### src/rtl/forwarding_hazard_unit_pkg.sv
// forwarding_hazard_unit_pkg: select encodings, stage record and tag-match helper shared with the EX-stage forwarding muxes
package forwarding_hazard_unit_pkg;
  localparam int REG_AW = 5;
  typedef logic [1:0] fwd_sel_t;
  localparam fwd_sel_t FWD_REG = 2'b00;
  localparam fwd_sel_t FWD_EXMEM = 2'b10;
  localparam fwd_sel_t FWD_MEMWB = 2'b01;
  typedef struct packed {
    logic valid;
    logic [REG_AW-1:0] rs;
    logic [REG_AW-1:0] rt;
    logic [REG_AW-1:0] rd;
    logic reg_write;
    logic mem_read;
  } stage_t;
  localparam stage_t BUBBLE = '0;
  // A producer writing r0 never forwards or hazards.
  function automatic logic writes(stage_t r, logic [REG_AW-1:0] tag);
    return r.valid & r.reg_write & (r.rd != '0) & (r.rd == tag);
  endfunction
endpackage

### src/rtl/forwarding_hazard_unit_if.sv
// forwarding_hazard_unit_if: ID-side tags and control in, stall and forwarding selects out
interface forwarding_hazard_unit_if
  import forwarding_hazard_unit_pkg::*;
#(parameter int CNT_W = 16);
  logic hold;
  logic flush;
  logic id_valid;
  logic [REG_AW-1:0] id_rs;
  logic [REG_AW-1:0] id_rt;
  logic id_uses_rs;
  logic id_uses_rt;
  logic [REG_AW-1:0] id_rd;
  logic id_reg_write;
  logic id_mem_read;
  logic stall;
  fwd_sel_t fwd_sel_a;
  fwd_sel_t fwd_sel_b;
  logic [CNT_W-1:0] stall_count;
  modport master (
    output hold, flush, id_valid, id_rs, id_rt, id_uses_rs, id_uses_rt, id_rd, id_reg_write, id_mem_read,
    input stall, fwd_sel_a, fwd_sel_b, stall_count
  );
  modport slave (
    input hold, flush, id_valid, id_rs, id_rt, id_uses_rs, id_uses_rt, id_rd, id_reg_write, id_mem_read,
    output stall, fwd_sel_a, fwd_sel_b, stall_count
  );
endinterface

### src/rtl/forwarding_hazard_unit_hazard_stage_reg.sv
// hazard_stage_reg: one shadow-pipeline record with async reset, hold and bubble insertion
module hazard_stage_reg
  import forwarding_hazard_unit_pkg::*;
(
  input  logic   clk,
  input  logic   rst_n,
  input  logic   hold,
  input  logic   bubble,
  input  stage_t d,
  output stage_t q
);
  always_ff @(posedge clk or negedge rst_n)
    if (!rst_n) q <= BUBBLE;
    else if (!hold) q <= bubble ? BUBBLE : d;
endmodule

### src/rtl/forwarding_hazard_unit.sv
// forwarding_hazard_unit: EX/MEM/WB tag tracking, forwarding select generation and load-use stall detection
module forwarding_hazard_unit
  import forwarding_hazard_unit_pkg::*;
#(parameter int CNT_W = 16)
(
  input logic clk,
  input logic rst_n,
  forwarding_hazard_unit_if.slave bus
);
  stage_t id_rec, ex, mem, wb;
  logic haz;
  logic [CNT_W-1:0] cnt;
  assign id_rec = '{valid: bus.id_valid, rs: bus.id_rs, rt: bus.id_rt, rd: bus.id_rd,
                    reg_write: bus.id_reg_write, mem_read: bus.id_mem_read};
  assign haz = bus.id_valid & ex.mem_read &
               ((bus.id_uses_rs & writes(ex, bus.id_rs)) | (bus.id_uses_rt & writes(ex, bus.id_rt)));
  assign bus.stall = haz & ~bus.flush & ~bus.hold;
  hazard_stage_reg u_ex (.clk(clk), .rst_n(rst_n), .hold(bus.hold), .bubble(bus.flush | bus.stall), .d(id_rec), .q(ex));
  hazard_stage_reg u_mem (.clk(clk), .rst_n(rst_n), .hold(bus.hold), .bubble(1'b0), .d(ex), .q(mem));
  hazard_stage_reg u_wb (.clk(clk), .rst_n(rst_n), .hold(bus.hold), .bubble(1'b0), .d(mem), .q(wb));
  // Most recent producer wins; selects depend on registered records only.
  assign bus.fwd_sel_a = !ex.valid ? FWD_REG : writes(mem, ex.rs) ? FWD_EXMEM : writes(wb, ex.rs) ? FWD_MEMWB : FWD_REG;
  assign bus.fwd_sel_b = !ex.valid ? FWD_REG : writes(mem, ex.rt) ? FWD_EXMEM : writes(wb, ex.rt) ? FWD_MEMWB : FWD_REG;
  always_ff @(posedge clk or negedge rst_n)
    if (!rst_n) cnt <= '0;
    else if (bus.stall && cnt != '1) cnt <= cnt + 1'b1;
  assign bus.stall_count = cnt;
endmodule

### src/flat_wrapper.sv
// flat-port wrapper written by rule: the top's interface ports become plain ports
module forwarding_hazard_unit_flat import forwarding_hazard_unit_pkg::*;
#(parameter int CNT_W = 16)
  (clk, rst_n, bus_hold, bus_flush, bus_id_valid, bus_id_rs, bus_id_rt, bus_id_uses_rs, bus_id_uses_rt, bus_id_rd, bus_id_reg_write, bus_id_mem_read, bus_stall, bus_fwd_sel_a, bus_fwd_sel_b, bus_stall_count);
  forwarding_hazard_unit_if #(.CNT_W(CNT_W)) bus_i ();
  input logic clk;
  input logic rst_n;
  input wire logic [$bits(bus_i.hold)-1:0] bus_hold;
  input wire logic [$bits(bus_i.flush)-1:0] bus_flush;
  input wire logic [$bits(bus_i.id_valid)-1:0] bus_id_valid;
  input wire logic [$bits(bus_i.id_rs)-1:0] bus_id_rs;
  input wire logic [$bits(bus_i.id_rt)-1:0] bus_id_rt;
  input wire logic [$bits(bus_i.id_uses_rs)-1:0] bus_id_uses_rs;
  input wire logic [$bits(bus_i.id_uses_rt)-1:0] bus_id_uses_rt;
  input wire logic [$bits(bus_i.id_rd)-1:0] bus_id_rd;
  input wire logic [$bits(bus_i.id_reg_write)-1:0] bus_id_reg_write;
  input wire logic [$bits(bus_i.id_mem_read)-1:0] bus_id_mem_read;
  output wire logic [$bits(bus_i.stall)-1:0] bus_stall;
  output wire logic [$bits(bus_i.fwd_sel_a)-1:0] bus_fwd_sel_a;
  output wire logic [$bits(bus_i.fwd_sel_b)-1:0] bus_fwd_sel_b;
  output wire logic [$bits(bus_i.stall_count)-1:0] bus_stall_count;
  assign bus_i.hold = bus_hold;
  assign bus_i.flush = bus_flush;
  assign bus_i.id_valid = bus_id_valid;
  assign bus_i.id_rs = bus_id_rs;
  assign bus_i.id_rt = bus_id_rt;
  assign bus_i.id_uses_rs = bus_id_uses_rs;
  assign bus_i.id_uses_rt = bus_id_uses_rt;
  assign bus_i.id_rd = bus_id_rd;
  assign bus_i.id_reg_write = bus_id_reg_write;
  assign bus_i.id_mem_read = bus_id_mem_read;
  assign bus_stall = bus_i.stall;
  assign bus_fwd_sel_a = bus_i.fwd_sel_a;
  assign bus_fwd_sel_b = bus_i.fwd_sel_b;
  assign bus_stall_count = bus_i.stall_count;
  forwarding_hazard_unit #(.CNT_W(CNT_W)) u_core (.clk(clk), .rst_n(rst_n), .bus(bus_i));
endmodule
### config.mk
export PLATFORM = sky130hd
export DESIGN_NAME = forwarding_hazard_unit_flat
export DESIGN_NICKNAME = d
export VERILOG_FILES = /design/src/rtl/forwarding_hazard_unit_pkg.sv /design/src/rtl/forwarding_hazard_unit_if.sv /design/src/rtl/forwarding_hazard_unit_hazard_stage_reg.sv /design/src/rtl/forwarding_hazard_unit.sv /design/src/flat_wrapper.sv
export SDC_FILE = /design/constraint.sdc
export NUM_CORES = 1
export LEC_CHECK = 0
export ABC_AREA = 1
export CAP_MARGIN = 20
export CORE_ASPECT_RATIO = 0.75
export CORE_UTILIZATION = 59
export DETAILED_ROUTE_END_ITERATION = 6
export GPL_TIMING_DRIVEN = 1
export HOLD_SLACK_MARGIN = 0.1
export PLACE_DENSITY = 0.91
export RECOVER_POWER = 50
export SLEW_MARGIN = 10
export SYNTH_ARGS = -nofsm -noshare
export SYNTH_HDL_FRONTEND = slang
export SYNTH_SLANG_ARGS = --single-unit
### constraint.sdc
create_clock -name clk -period 4.7 [get_ports clk]
set_clock_uncertainty 0.05 [all_clocks]
set_input_delay 0.47 -clock clk [delete_from_list [all_inputs] [get_ports clk]]
set_output_delay 0.47 -clock clk [all_outputs]
set_load 0.02 [all_outputs]
==> impl_metrics.tcl <==
set metrics [dict create \
    synth-seq-area-share_pct 40.37 \
    num_antenna_cells 0 \
    io_pins 45 \
    numCtsBuffers 5 \
    final_min_period_over_clock_period_pct 68.22 \
    critPathArrivalTime_ns 2.69 \
    cts.reportedPaths.clkPinSlew_ns 0.08 \
    critPathMaxFanout 62 \
    die_width_microns 84 \
    rsz0062_at_grt "false" \
    fp-row-count 21 \
    total_negative_slack_for_setup_checks_ns 0 \
    drt-pass1-iter-count 7 \
    dieArea_sq_um 5334 \
    maximum_number_of_pins_on_one_net_before_global_route_repair 63 \
    timing.critical_path.from "bus_hold" \
    slew_headroom_pct -22.54 \
    grt.total_usage_pct 29.31 \
    regToRegStartpoint "u_core.bus.stall_count[0]" \
    grt_first_pass_wirelength_microns 12230 \
    clk_latency_ns 0.30 \
    cts_root_buf "clkbuf_8" \
    hold_viol_final 0 \
    critPathBufInv 3 \
    leading_cell_type_in_the_layout_fill_and_taps_excluded "nand2_1" \
    vias 2853 \
    antenna_left 0 \
    gr-total-overflow 0 \
    worst_setup_path_start_kind "input pin" \
    place.port_buffers 44 \
    power.ir.vdd_worst_mv 0.1197 \
    max_stage_delay_ns 0.60 \
    start_util_pct 63.98 \
    syn-cell-area_sq_um 2975 \
    worst_hold_startpoint "u_core.u_ex.q[1]" \
    finish.net_count 485 \
    max-cap-violations 1 \
    max_freq_mhz 311.9 \
    routed_wire_length_per_instance_microns 13.65 \
    routed_via_density 5.518 \
    tritoncts "yes" \
    postRouteWirelength_microns 7058 \
    synth.ff_latch_count 48 \
    crit_end_category "output pin" \
    core_area_sq_um 4651 \
    die_y_microns 63.50 \
    critPathTopFamily "buffers and inverters" \
    yosys_warnings 0 \
    synthesis.nets 445 \
    worstMarginPinSlew_ns 1.838 \
    layout-drive-gt1-share_pct 4.130 \
    outcome "finished, violations left" \
    critPathSlowestCell "clkdlybuf4s50_1" \
    vias_in_the_first_global_route 2666 \
    detail_route.iter0.violations 323 \
    worstPathCellList "buf_2 > nor2_2 > nand4_1 > nor2_4 > nand2_4 > inv_1 > clkdlybuf4s50_1" \
    total_area_of_multi_input_combinational_cells_sq_um 1516 \
    cts_max_path_buffers 2 \
    ys_async_sr_fraction_pct 100.0 \
    postLayoutCellArea_sq_um 3490 \
    flow.area_growth_from_synthesis_pct 17.28 \
    cts_setup_buffers 0 \
    static-leakage-power_nw 1.799 \
    failed_checks "DRC, capacitance limit, slew limit" \
    grt_antenna_before_repair 0 \
    fill_cells 362 \
    report.final.setup_viol 0 \
    placement.cell_area_sq_um 3400 \
    timing.final.crit_period_ns 3.206 \
    post-route-drc-count 2 \
    synth_largest_type_area_fraction_pct 40.37 \
    place.detailed.hpwl_microns 5098 \
    pwr_density_cell_nw_per_um2 239.8 \
    gp_routability_congestion 0.8718 \
    synthFlopType "dfrtp_1" \
    synth_edf_count 0 \
    synthCells 420 \
    synth.largest_area_cell "dfrtp_1" \
    ff_latch_area_sq_um 1201 \
    cts_sinks 48 \
    post_synth_main_area_contributors "dfrtp_1 40%, nand2_1 19%, inv_1 5.9%" \
    mean_instance_size_in_the_synthesized_netlist_sq_um 7.084 \
    required_ns 4.18 \
    holdCritPathClass "register to register" \
    path_class "input pin to output pin" \
    final_cell_mix "147 x nand2_1, 48 x dfrtp_1, 47 x nor2_1, 47 x inv_1, 42 x clkdlybuf4s50_1" \
    cts.repair.resized 0 \
    yosysUniqueCellTypes 30 \
    report.final.slew_viol_count 36 \
    cts-htree-levels 2 \
]
==> state kept, by name (all words and copies together) (netlist names) <==
signal and flops:
u_core.bus.stall_count 16, u_core.u_wb.q 7, u_core.u_mem.q 7, u_core.u_ex.q 18
==> routing by layer <==
metal	routed length, microns	global-route usage (%)	vias up	part of all wire [%]
met2	3308	45.70	117	47
met5	0	0	-	0
met3	473	5.374	13	6.7
li1	-	-	1412	-
met4	86	9.483	0	1.2
met1	3190	41.46	1311	45
==> layout make-up <==
cell class	count	area share, %
Clock buffer	6	2.080
Clock inverter	1	0.1434
Inverter	48	5.163
Multi-Input combinational cell	311	43.46
Sequential cell	48	34.42
Tap cell	57	2.044
Timing Repair Buffer	46	12.69
==> final timing paths <==
check | slack (ns) | depth (start not counted) | end
worst max register to register | 2.74 | 7 | u_core.bus.stall_count[13]
max in group asynchronous | 1.77 | 3 | u_core.u_wb.q[17]
worst min register to register | 0.43 | 2 | u_core.u_ex.q[1]
min in group asynchronous | 0.68 | 2 | u_core.u_ex.q[2]
worst max-delay path | 1.49 | 7 | bus_stall
worst min-delay path | 0.43 | 2 | u_core.u_ex.q[1]
==> synthesized netlist by cell type, types with 2 or more instances <==
master,count
nand2_1,147
dfrtp_1,48
inv_1,47
nor2_1,47
nand3_1,31
nand4_1,25
o21ai_0,16
xor2_1,13
xnor2_1,9
clkbuf_1,7
nor3_1,4
buf_6,3
a21oi_1,2
buf_2,2
mux2_2,2
nor2_2,2
nor2_4,2
==> report_power, final <==
group | switching, mW | internal [mW]
Combinational | 0.0739 | 0.0576
Clock | 0.134 | 0.102
Sequential | 0.0320 | 0.437
==> cell families after synthesis <==
| logic type | count (synthesis) | synth area share (%) |
|---|---|---|
| buffers and inverters | 61 | 8.663 |
| AND/OR/NAND/NOR | 268 | 40.29 |
| multiplexers | 2 | 0.7569 |
| adder cells (fa/ha/maj) | 1 | 0.4205 |
| AO/OA/AOI/OAI | 18 | 3.028 |
| XOR/XNOR | 22 | 6.476 |
| flip-flops | 48 | 40.37 |
==> per-stage QoR <==
| step | std cells | power [mW] | util [%] | hold slack (ns) | worst slack [ns] |
|---|---|---|---|---|---|
| after floorplan | 420 | 0.5532 | - | 0.1244 | 2.715 |
| after global placement | 508 | 0.5970 | 73.10 | 0.4110 | 1.552 |
| after detailed placement | 508 | 0.6060 | 73.10 | 0.4202 | 1.526 |
| after CTS | 515 | 0.8355 | 74.76 | 0.3391 | 1.514 |
| after global routing | 517 | 0.8803 | 75.03 | 0.4814 | 1.288 |
| final | 517 | 0.8367 | 75.03 | 0.4311 | 1.494 |
==> worst min-delay path: stages (launching register included) <==
cell	delay, ns
dfrtp_1	0.35
nand2_1	0.05
nand2_1	0.06
==> repair_timing <==
action | in CTS | in global routing
hold endpoints to repair | 0 | 13
endpoints found under the setup margin | 0 | 0
hold buffers | 0 | 1
(Power assumes the default switching activity.)
